==> src/rtl/alu_pkg.sv <==
// Shared ALU definitions: operation codes (common with the ALU control decoder),
// default datapath width and execute-stage FSM state encodings.
package alu_pkg;

    localparam int unsigned XLEN_DEFAULT = 32;

    localparam logic [3:0] ALU_ADD  = 4'd0;
    localparam logic [3:0] ALU_SUB  = 4'd1;
    localparam logic [3:0] ALU_AND  = 4'd2;
    localparam logic [3:0] ALU_OR   = 4'd3;
    localparam logic [3:0] ALU_XOR  = 4'd4;
    localparam logic [3:0] ALU_SLT  = 4'd5;
    localparam logic [3:0] ALU_SLTU = 4'd6;
    localparam logic [3:0] ALU_SLL  = 4'd7;
    localparam logic [3:0] ALU_SRL  = 4'd8;
    localparam logic [3:0] ALU_SRA  = 4'd9;

    typedef enum logic [1:0] {
        StIdle  = 2'd0,
        StShift = 2'd1,
        StDone  = 2'd2
    } alu_state_e;

    function automatic logic is_shift(input logic [3:0] sel);
        return (sel == ALU_SLL) || (sel == ALU_SRL) || (sel == ALU_SRA);
    endfunction

endpackage

==> src/rtl/alu_shift_step.sv <==
// Combinational partial shifter: moves data by amt_i positions left or right,
// filling vacated high bits with fill_i on right shifts.
module alu_shift_step #(
    parameter int unsigned XLEN = 32,
    parameter int unsigned AW   = 6
) (
    input  logic [XLEN-1:0] data_i,
    input  logic [AW-1:0]   amt_i,
    input  logic            left_i,
    input  logic            fill_i,
    output logic [XLEN-1:0] data_o
);

    logic [XLEN-1:0] fill_mask;

    always_comb begin
        fill_mask = '0;
        if (fill_i) begin
            fill_mask = ~({XLEN{1'b1}} >> amt_i);
        end
        if (left_i) begin
            data_o = data_i << amt_i;
        end else begin
            data_o = (data_i >> amt_i) | fill_mask;
        end
    end

endmodule

==> src/rtl/alu_seq_exec.sv <==
// Execute-stage ALU: single-cycle arithmetic/logic/compare, iterative shifts of
// SHIFT_STEP bits per cycle, valid/ready handshakes on input and output.
module alu_seq_exec
    import alu_pkg::*;
#(
    parameter int unsigned XLEN       = XLEN_DEFAULT,
    parameter int unsigned SHIFT_STEP = 1
) (
    input  logic            clk,
    input  logic            rst,
    input  logic            in_valid,
    output logic            in_ready,
    input  logic [3:0]      alu_sel,
    input  logic [XLEN-1:0] op_a,
    input  logic [XLEN-1:0] op_b,
    output logic            out_valid,
    input  logic            out_ready,
    output logic [XLEN-1:0] result,
    output logic            zero
);

    localparam int unsigned SHW = $clog2(XLEN);
    localparam int unsigned CW  = SHW + 1;
    localparam logic [CW-1:0] STEP_C = CW'(SHIFT_STEP);

    alu_state_e      state_q, state_d;
    logic [XLEN-1:0] shreg_q, shreg_d;
    logic [CW-1:0]   rem_q, rem_d;
    logic            left_q, left_d;
    logic            fill_q, fill_d;
    logic [XLEN-1:0] result_q, result_d;
    logic            zero_q, zero_d;

    logic [CW-1:0]   shamt;
    logic [CW-1:0]   step;
    logic [XLEN-1:0] shifted;
    logic [XLEN-1:0] alu_res;

    assign shamt = {1'b0, op_b[SHW-1:0]};
    assign step  = (rem_q > STEP_C) ? STEP_C : rem_q;

    alu_shift_step #(
        .XLEN (XLEN),
        .AW   (CW)
    ) u_shift (
        .data_i (shreg_q),
        .amt_i  (step),
        .left_i (left_q),
        .fill_i (fill_q),
        .data_o (shifted)
    );

    // Shift codes only reach this mux with a zero shift amount, so they pass op_a.
    always_comb begin
        alu_res = op_a + op_b;
        case (alu_sel)
            ALU_SUB:  alu_res = op_a - op_b;
            ALU_AND:  alu_res = op_a & op_b;
            ALU_OR:   alu_res = op_a | op_b;
            ALU_XOR:  alu_res = op_a ^ op_b;
            ALU_SLT:  alu_res = {{(XLEN-1){1'b0}}, ($signed(op_a) < $signed(op_b))};
            ALU_SLTU: alu_res = {{(XLEN-1){1'b0}}, (op_a < op_b)};
            ALU_SLL, ALU_SRL, ALU_SRA: alu_res = op_a;
            default:  alu_res = op_a + op_b;
        endcase
    end

    always_comb begin
        state_d  = state_q;
        shreg_d  = shreg_q;
        rem_d    = rem_q;
        left_d   = left_q;
        fill_d   = fill_q;
        result_d = result_q;
        zero_d   = zero_q;
        case (state_q)
            StIdle: begin
                if (in_valid) begin
                    if (is_shift(alu_sel) && (shamt != '0)) begin
                        shreg_d = op_a;
                        rem_d   = shamt;
                        left_d  = (alu_sel == ALU_SLL);
                        fill_d  = (alu_sel == ALU_SRA) && op_a[XLEN-1];
                        state_d = StShift;
                    end else begin
                        result_d = alu_res;
                        zero_d   = (alu_res == '0);
                        state_d  = StDone;
                    end
                end
            end
            StShift: begin
                shreg_d = shifted;
                rem_d   = rem_q - step;
                if (rem_q == step) begin
                    result_d = shifted;
                    zero_d   = (shifted == '0);
                    state_d  = StDone;
                end
            end
            StDone: begin
                if (out_ready) begin
                    state_d = StIdle;
                end
            end
            default: state_d = StIdle;
        endcase
    end

    always_ff @(posedge clk) begin
        if (rst) begin
            state_q  <= StIdle;
            shreg_q  <= '0;
            rem_q    <= '0;
            left_q   <= 1'b0;
            fill_q   <= 1'b0;
            result_q <= '0;
            zero_q   <= 1'b0;
        end else begin
            state_q  <= state_d;
            shreg_q  <= shreg_d;
            rem_q    <= rem_d;
            left_q   <= left_d;
            fill_q   <= fill_d;
            result_q <= result_d;
            zero_q   <= zero_d;
        end
    end

    assign in_ready  = (state_q == StIdle);
    assign out_valid = (state_q == StDone);
    assign result    = result_q;
    assign zero      = zero_q;

endmodule

==> config.mk <==
export PLATFORM = sky130hd
export DESIGN_NAME = alu_seq_exec
export DESIGN_NICKNAME = d
export VERILOG_FILES = /design/src/rtl/alu_pkg.sv /design/src/rtl/alu_shift_step.sv /design/src/rtl/alu_seq_exec.sv
export SDC_FILE = /design/constraint.sdc
export NUM_CORES = 1
export LEC_CHECK = 0
export ABC_CLOCK_PERIOD_IN_PS = 4650
export CAP_MARGIN = 20
export CELL_PAD_IN_SITES_DETAIL_PLACEMENT = 1
export CELL_PAD_IN_SITES_GLOBAL_PLACEMENT = 1
export CORE_MARGIN = 3
export CORE_UTILIZATION = 42
export DETAILED_ROUTE_END_ITERATION = 10
export GPL_ROUTABILITY_DRIVEN = 0
export HOLD_SLACK_MARGIN = 0.12
export PLACE_DENSITY_LB_ADDON = 0.1
export SYNTH_ARGS = -nofsm -noshare
export SYNTH_HDL_FRONTEND = slang
export SYNTH_SLANG_ARGS = --single-unit
==> constraint.sdc <==
create_clock -name clk -period 4.65 [get_ports clk]
set_clock_uncertainty 0.15 [all_clocks]
set_input_delay 0.465 -clock clk [delete_from_list [all_inputs] [get_ports clk]]
set_output_delay 0.465 -clock clk [all_outputs]
set_load 0.005 [all_outputs]
# [Yosys cells after proc, flatten, opt, wreduce, memory -nomap -nowiden]
# Index checks and enable logic that the tools add are counted.
[op_classes] add_sub_neg=3 n_mul=0 div=0 order_cmp=3 n_eq_ne=17 shift=3 muxes=23 bitwise=5 reduce_logical=14
[ops] op="2-to-1 mux 32 bit" count=7
[ops] op="one-hot mux 32 bit (7 select lines)" count=1
[ops] op="one-hot mux 32 bit (2 select lines)" count=2
[ops] op="logical NOT 32 bit" count=2
[ops] op="less-than comparator 32 bit" count=2
[ops] op="bitwise OR 32 bit" count=2
[ops] op="adder 32 bit" count=1
[ops] op="bitwise AND 32 bit" count=1
[ops] op="NOT 32 bit" count=1
[ops] op="left shift 32 x 6 -> 32 bit" count=1
[ops] op="right shift 32 x 6 -> 32 bit" count=1
[ops] op="right shift 32 x 6 -> 32 bit, first input constant" count=1
[ops] op="subtractor 32 bit" count=1
[ops] op="bitwise XOR 32 bit" count=1
[ops] op="2-to-1 mux 6 bit" count=3
[ops] op="equality test 4 x 3 -> 1 bit, second input constant" count=4
[ops] op="one-hot mux 6 bit (2 select lines)" count=1
[ops] op="AND reduction 3 bit" count=3
[ops] op="equality test 4 x 2 -> 1 bit, second input constant" count=2
[ops] op="equality test 4 bit, second input constant" count=2
[ops] op="2-to-1 mux 2 bit" count=4
[ops] op="equality test 6 bit" count=1
[ops] op="> comparator 6 x 1 -> 1 bit, second input constant" count=1
[ops] op="!= test 2 bit, second input constant" count=3
[ops] op="15 further kinds" count=20
[word_totals] reg_bits=75 latch_bits=0 mem_bits_rw=0 romBits=0 in_bits=72 out_inout_bits=35 elab_cells=75 n_memories=0

# [Logic depth before layout (Yosys ltp)]
# Gate-level depths: netlist of run 1.
[depth] ltp_word=10 depth_mapped=15 depth_no_buf=15

# [Cells and area by module]
# A second synthesis of run 1 with hierarchy kept.
[hier_totals] hier_cells=1889 area_unflattened_um2=13655.6
[by_module_without_submodules] mod="alu_seq_exec" instances=1 cells_each=1315 area_per_inst_um2=9111.2 seq_area_each_um2=1501.4
[by_module_without_submodules] mod="alu_shift_step" instances=1 cells_each=574 area_per_inst_um2=4544.4 seq_area_each_um2=0.0

# [Worst setup path after synthesis of run 1]
# No wires, ideal clock.
[synth_path] path_kind="input -> register" from="input op_a[0]" to="register zero_q, in the netlist zero" setup_ns=0.092 arrival_ns=3.446 required_time_ns=4.408 slack_ns=0.961 cell_stages=13 path_buffers=0 path_cell_list="ha_1 > fa_1 > a21o_1 > a221oi_2 > o211ai_1 > a21boi_1 > o31a_1 > o311ai_0 > a32oi_1 > and4b_1 > nand4_1 > or4_1 > o32ai_1"
[synth_between] elab_chain_cells=6 word_cells_on_any_way=12 cone_classes="add/sub (2); order compare (2); mux (4); bitwise (3); reduce/logical (1)"
[synth_lines] element="from (decl)" line="alu_seq_exec.sv:14" source="input logic [XLEN-1:0] op_a,"
[synth_lines] element="adder 32 bit (tied with other cells)" line="alu_seq_exec.sv:64" source="default: alu_res = op_a + op_b;"
[synth_lines] element="one-hot mux 32 bit (7 select lines) (*)" line="alu_seq_exec.sv:56" source="case (alu_sel)"
[synth_lines] element="logical NOT 32 bit (*)" line="alu_seq_exec.sv:87" source="zero_d = (alu_res == '0);"
[synth_lines] element="2-to-1 mux 1 bit (*)" line="alu_seq_exec.sv:79" source="if (is_shift(alu_sel) && (shamt != '0)) begin"
[synth_lines] element="2-to-1 mux 1 bit (*)" line="alu_seq_exec.sv:78" source="if (in_valid) begin"
[synth_lines] element="one-hot mux 1 bit (2 select lines) (*)" line="alu_seq_exec.sv:76" source="case (state_q)"
[synth_lines] element="to (signal assigned)" line="alu_seq_exec.sv:126" source="zero_q <= zero_d;"
[synth_lines] element="to (decl)" line="alu_seq_exec.sv:32" source="logic zero_q, zero_d;"
# Mark *: on every way between the ends. The rest lies on a longest branch, timed or not. The select of a mux whose other input is x is not followed.
# A chain may end at the register's enable or synchronous reset.

# [Worst setup path after layout of run 1]
[layout_path] from="input op_b[2]" to="register zero_q, in the netlist zero"
[layout_between] elab_chain_cells=6 word_cells_on_any_way=16 cone_classes="add/sub (2); order compare (2); eq/ne (1); mux (4); bitwise (3); reduce/logical (4)"
[layout_lines] element="from (decl)" line="alu_seq_exec.sv:15" source="input logic [XLEN-1:0] op_b,"
[layout_lines] element="adder 32 bit (tied with other cells)" line="alu_seq_exec.sv:64"
[layout_lines] element="one-hot mux 32 bit (7 select lines)" line="alu_seq_exec.sv:56"
[layout_lines] element="logical NOT 32 bit" line="alu_seq_exec.sv:87"
[layout_lines] element="2-to-1 mux 1 bit" line="alu_seq_exec.sv:79"
[layout_lines] element="2-to-1 mux 1 bit" line="alu_seq_exec.sv:78"
[layout_lines] element="one-hot mux 1 bit (2 select lines)" line="alu_seq_exec.sv:76"
# Several ways; a longest one is shown, not always the timed one. The select of a mux whose other input is x is not followed.

==> results of run 1 <==
flip-flops by register name, indices dropped and copies added (netlist names):
name / count
fill_q: 1
rem_q: 6
state_q: 2
zero: 1
shreg_q: 32
left_q: 1
result: 32
worst max-delay path, delay by kind of cell:
family,cells,cell delay (ns)
AOI/OAI and AO/OA,4,0.99
adders and majority gates,1,0.34
buffers and inverters,4,1.03
and+or+nand+nor,7,1.70
logic make-up (layout without fill, tap and decap cells):
family	Yosys count	after routing	share of synthesized area, %
XOR/XNOR	6	6	0.530
adder cells (fa/ha/maj)	100	100	12.8
AND/OR/NAND/NOR	494	494	24.2
buffers and inverters	208	365	8.30
multiplexers	41	41	4.14
flip-flops	75	75	15.2
AO/OA/AOI/OAI	523	523	34.9
metrics by stage:
stage,TNS (ns),power [mW],util (%)
3_5_place_dp,-0.172,2.30,52.4
6_report,0,3.23,54.2
5_1_grt,0,3.39,54.2
4_1_cts,0,3.19,54.1
3_3_place_gp,-0.0488,2.26,52.4
2_1_floorplan,0,1.63,-
power by group:
| part | switching (mW) | internal [mW] |
|---|---|---|
| combinational | 0.956 | 0.634 |
| clock | 0.272 | 0.608 |
| sequential | 0.0543 | 0.704 |
synthesized netlist by cell type (6+ instances only):
master	number	area, um^2
nor2_1	159	597
o21ai_0	129	646
a21oi_1	125	626
nand2_1	125	469
inv_1	102	383
ha_1	98	1230
clkbuf_1	75	282
dfxtp_1	75	1500
nor3_1	47	235
a211oi_1	42	315
mux2i_1	41	410
a21o_1	26	195
nand4_1	25	156
a221oi_1	24	210
o211ai_1	23	173
nand3_1	21	105
buf_2	20	100
nand2b_1	18	113
nor2b_1	14	87.6
o21a_1	14	105
a31oi_1	13	81.3
nor4_1	13	81.3
o31ai_1	12	90.1
and2_1	11	68.8
a311oi_1	9	78.8
and3_1	9	56.3
a221o_1	8	80.1
nand3b_1	8	60.1
nor3b_1	8	60.1
o21bai_1	8	60.1
o22ai_1	8	50.1
buf_1	7	26.3
nor4b_1	7	61.3
o31a_1	7	61.3
or4_1	6	45.0
how the worst max path moves through the flow:
stage               slack (ns)    start                 to
detailed placement       -0.17  op_a[0]  zero$_SDFFE_PP0P_
CTS                       0.15  op_a[0]  zero$_SDFFE_PP0P_
global placement         -0.05  op_a[0]  zero$_SDFFE_PP0P_
global route              0.01  op_a[7]  zero$_SDFFE_PP0P_
finish                    0.23  op_b[2]  zero$_SDFFE_PP0P_
floorplan                 0.96  op_a[0]  zero$_SDFFE_PP0P_
cells in the final DEF (no fill, tap or decap), drive strengths merged, types with 7 or more instances in the layout:
| cell | n |
|---|---|
| and3 | 9 |
| o21a | 14 |
| mux2i | 41 |
| nor4 | 15 |
| and2 | 11 |
| o31a | 7 |
| nor2 | 159 |
| clkbuf | 12 |
| a21oi | 125 |
| a311oi | 9 |
| clkdlybuf4s50 | 101 |
| nand3b | 8 |
| nand2b | 18 |
| ha | 98 |
| o211ai | 23 |
| dfxtp | 75 |
| o31ai | 13 |
| nor3b | 8 |
| nor4b | 8 |
| o22ai | 8 |
| nand2 | 125 |
| o21bai | 8 |
| a211oi | 43 |
| nand3 | 21 |
| nor3 | 47 |
| a31oi | 13 |
| nand4 | 25 |
| buf | 142 |
| inv | 102 |
| nor2b | 14 |
| o21ai | 131 |
| a21o | 26 |
| a221o | 8 |
| a221oi | 25 |
per-layer routing:
layer	wire length, um	global-route usage, %	part of all wire [%]	up-vias
met5	0	0	0	-
met4	1650	12.0	3.7	0
met3	3360	3.77	7.6	104
met2	20000	54.0	45	507
met1	19300	45.7	43	6033
li1	-	-	-	5611
final cells by class:
| cell class | count | area share, % |
|---|---|---|
| sequential | 75 | 12.1 |
| clock buffer | 12 | 2.06 |
| tap | 313 | 3.15 |
| multi-input combinational | 1164 | 61.5 |
| inverter | 103 | 3.11 |
| clock inverter | 4 | 0.966 |
| timing repair buffer | 246 | 17.1 |
==> flow_summary.yaml, run 1 <==
yosys:
  synth_cell_types: 85
  yosysSeqAreaShare_pct: 15.2
  ys.warnings.count: 0
  synth_area_per_cell_um2: 6.85
  netlist_area_mm2: 0.00991
  synth-seq-cells: 75
  synthFlopType: "dfxtp_1"
  synth-edff-count: 0
  synth_cells: 1447
  syn-num-nets: 1619
  async_flop_share_pct: 0
cells_and_area:
  multi_input_area_mm2: 0.00765
  area_delta_synth_final_pct: 25.5
  finalNetCount: 1771
  drive_gt1_share_pct: 11.7
  stdcell_count: 1917
  insertedDiodeCount: 0
  regArea_mm2: 0.00150
  stdcell_area_mm2: 0.0124
  fillCellCount: 2954
critical_path:
  cpPeakStageDelay_ns: 0.58
  crit_path_top_delay_cell: "clkdlybuf4s50_1"
  r2r_slack_ns: 0.61
  rr_startpoint: "rem_q[1]$_SDFFE_PP0P_"
  critPathKind: "input pin to flip-flop"
  critPathMaxFanout: 4
  r2r_end: "zero$_SDFFE_PP0P_"
  worstPathArrival_ns: 4.51
  ff2ff_path_depth: 12
  worstPathRequired_ns: 4.74
  cp_cell_sequence: "clkdlybuf4s50_1 -> inv_1 -> ha_1 -> buf_4 -> nor2b_1 -> buf_4 -> o21a_1 -> nor3_1 -> a211o_1 -> a211o_1 -> nor4_4 -> nand4_1 -> nor4_2 -> nand4_1 -> or4_1 -> o32ai_1"
  worst_setup_path_start_kind: "input pin"
  worst_setup_path_end_kind: "flip-flop"
placement:
  dp_hpwl_mm: 34.8
  place_area_mm2: 0.0120
  pre_cts_slack_ns: -0.172
  numPortBuffers: 106
  placed_cells: 1901
power:
  peakVddDrop_mv: 0.185
  power.density_mw_per_mm2: 260
  cellLeakagePower_nw: 5.15
cts:
  cts-resized-gates: 0
  cts_buffers: 9
  cts_tree: "yes"
  clock_tree.buffer_depth: 2
  clock_latency_ns: 0.33
  h-tree-depth: 3
  clk_pin_slew_ns: 0.06
  post-cts-setup-buffers: 0
  cts_hold_repair.buffers: 0
  cts-root-buf: "clkbuf_16"
  clock_sinks: 75
timing:
  relSlewSlack_pct: 23.4
  fin_hold_ws_ns: 0.308
  min_period_over_period_pct: 95.0
  fmax_ghz: 0.226
  hold_viol: 0
  setup_ws_ns: 0.233
  rsz0062_at_grt: "no"
  setup_viol: 0
  worstMarginPinSlew_ns: 1.15
  timing.final.crit_period_ns: 4.42
  final_max_slew_viol_count: 0
die:
  die_h_um: 160
  die_w_um: 160
  row_count: 55
  design.portCount: 107
  start_util_pct: 43.2
  die-area_mm2: 0.0255
  core_mm2: 0.0229
global_routing:
  grt_pass1_vias: 12187
  track_usage_pct: 33.3
  grt_pass1_wl_mm: 68.7
  grt_max_degree: 76
  antenna_found_initial: 0
  grt_overflow: 0
run:
  max_cap_viol_count: 0
run_status:
  status: "complete, no violations"
min_path:
  hold_path_depth: 2
  hold_path.class: "flip-flop to flip-flop"
  hold_path_end: "result[27]$_SDFFE_PP0P_"
  min-delay-start: "result[27]$_SDFFE_PP0P_"
drt:
  drc_errors: 0
  first_iter_violations: 1088
  ant_nets: 0
  wl_per_cell_um: 23.1
  firstDrtPassIters: 6
  vias_per_cell: 6.39
  wl_mm: 44.3
  vias: 12255
(Power assumes the default switching activity.)
==> inputs of run 2 (changes only) <==
--- a/config.mk
+++ b/config.mk
@@ -10,7 +10,8 @@
 export CELL_PAD_IN_SITES_DETAIL_PLACEMENT = 1
 export CELL_PAD_IN_SITES_GLOBAL_PLACEMENT = 1
 export CORE_MARGIN = 3
-export CORE_UTILIZATION = 42
+export CORE_UTILIZATION = 43
+export CTS_BUF_LIST = sky130_fd_sc_hd__clkbuf_4 sky130_fd_sc_hd__clkbuf_8
 export DETAILED_ROUTE_END_ITERATION = 10
 export GPL_ROUTABILITY_DRIVEN = 0
 export HOLD_SLACK_MARGIN = 0.12
@@ -18,3 +19,4 @@
 export SYNTH_ARGS = -nofsm -noshare
 export SYNTH_HDL_FRONTEND = slang
 export SYNTH_SLANG_ARGS = --single-unit
+export TNS_END_PERCENT = 50
==> flow_summary.yaml, run 2 (synthesis gave the netlist of run 1 again) <==
drt:
  firstDrtPassIters: 6
  first_iter_violations: 1072
  wl_per_cell_um: 23.4
  ant_nets: 0
  drc_errors: 0
  wl_mm: 43.9
  vias_per_cell: 6.51
  vias: 12217
timing:
  worstMarginPinSlew_ns: 1.02
  rsz0062_at_grt: "no"
  setup_viol: 0
  fmax_ghz: 0.225
  setup_ws_ns: 0.214
  relSlewSlack_pct: 31.8
  timing.final.crit_period_ns: 4.44
  final_max_slew_viol_count: 0
  hold_viol: 0
  min_period_over_period_pct: 95.4
run_status:
  status: "complete, no violations"
cts:
  cts_tree: "yes"
  clk_pin_slew_ns: 0.08
  cts_buffers: 9
  h-tree-depth: 3
  cts-root-buf: "clkbuf_8"
  clock_tree.buffer_depth: 2
  clock_latency_ns: 0.36
  clock_sinks: 75
global_routing:
  grt_pass1_vias: 12263
  grt_pass1_wl_mm: 67.6
  grt_max_degree: 76
  grt_overflow: 0
  antenna_found_initial: 0
  track_usage_pct: 34.3
critical_path:
  critPathKind: "input pin to flip-flop"
  worst_setup_path_end_kind: "flip-flop"
  rr_startpoint: "rem_q[1]$_SDFFE_PP0P_"
  worstPathArrival_ns: 4.56
  worst_setup_path_start_kind: "input pin"
  critPathMaxFanout: 4
  cp-startpoint: "op_a[0]"
  worstPathRequired_ns: 4.77
cells_and_area:
  multi_input_area_mm2: 0.00763
  layout_commonest_cell: "nor2_1"
  insertedDiodeCount: 0
  regArea_mm2: 0.00150
  finalNetCount: 1763
  fin_util_pct: 54.6
  area_delta_synth_final_pct: 22.4
  layout_common_cells: "158 x nor2_1, 130 x buf_4, 129 x o21ai_0"
  fillCellCount: 2900
  drive_gt1_share_pct: 11.1
min_path:
  hold_path.class: "flip-flop to flip-flop"
  min-delay-start: "result[27]$_SDFFE_PP0P_"
power:
  power.density_mw_per_mm2: 235
  p_total_mw: 2.85
  cellLeakagePower_nw: 5.00
  peakVddDrop_mv: 0.130
run:
  max_cap_viol_count: 0
die:
  die-area_mm2: 0.0249
  start_util_pct: 44.6
  die_h_um: 158
  row_count: 54
  die_w_um: 158
  core_mm2: 0.0222
  design.portCount: 107
placement:
  pre_cts_slack_ns: -0.111
  numPortBuffers: 106
  dp_hpwl_mm: 34.7
-- run 2: cell types whose count changed in the layout (fill, tap and decap cells not counted), sizes merged --
cell / delta
dlymetal6s2s: -3
buf: -8
bufinv: -3
clkbuf: -1
clkinvlp: +1
clkinv: +3
clkdlybuf4s50: +3
-- run 2: report_power, final --
group / internal (mW) / switching [mW] / total [mW]
Sequential: 0.703 / 0.0531 / 0.756
Clock: 0.266 / 0.255 / 0.521
Combinational: 0.620 / 0.950 / 1.57
-- run 2: final timing paths --
check,end,slack (ns),cells past startpoint
max,zero$_SDFFE_PP0P_,0.21,16
min,result[27]$_SDFFE_PP0P_,0.31,2
max reg2reg,zero$_SDFFE_PP0P_,0.80,12
min reg2reg,result[27]$_SDFFE_PP0P_,0.31,2
-- run 2: layout make-up --
class,count,area share [%]
repair buffers,238,17.0
clock buffers,11,1.20
multi-input cells,1164,62.9
clock inverters,5,0.433
inverters,103,3.19
well taps,280,2.89
flip-flops and latches,75,12.4
-- run 2: repair_timing --
action,CTS,global route
resized for setup,0,1
hold buffers,0,0
setup endpoints to repair,0,1
endpoints found under the hold margin,0,0
setup buffers,0,0
-- run 2: per-layer routing --
metal  up-vias  GRT usage [%]  share of wire [%]
met5         -              0                  0
met1      5927           46.1                 43
met2       582           54.9                 45
li1       5596              -                  -
met4         0           12.3                3.5
met3       112           6.45                8.1
-- run 2: critical path: stages --
cell and delay [ns]:
clkdlybuf4s50_1 0.51, inv_1 0.13, ha_1 0.19, inv_1 0.06, fa_1 0.37, nor2b_1 0.20
o311a_1 0.32, a2111oi_0 0.35, o21ai_0 0.20, a211o_1 0.31, nor4_2 0.26, nand4_1 0.17
nor4_2 0.18, nand4_1 0.11, or4_1 0.49, o32ai_1 0.23
-- run 2: through the flow --
stage | setup TNS [ns] | std cells | hold WS, ns | area [um^2]
2_1_floorplan | 0 | 1447 | 0.294 | 9910
3_3_place_gp | 0 | 1859 | 0.291 | 11900
3_5_place_dp | -0.111 | 1859 | 0.302 | 11900
4_1_cts | 0 | 1875 | 0.314 | 12100
5_1_grt | 0 | 1876 | 0.333 | 12100
6_report | 0 | 1876 | 0.310 | 12100
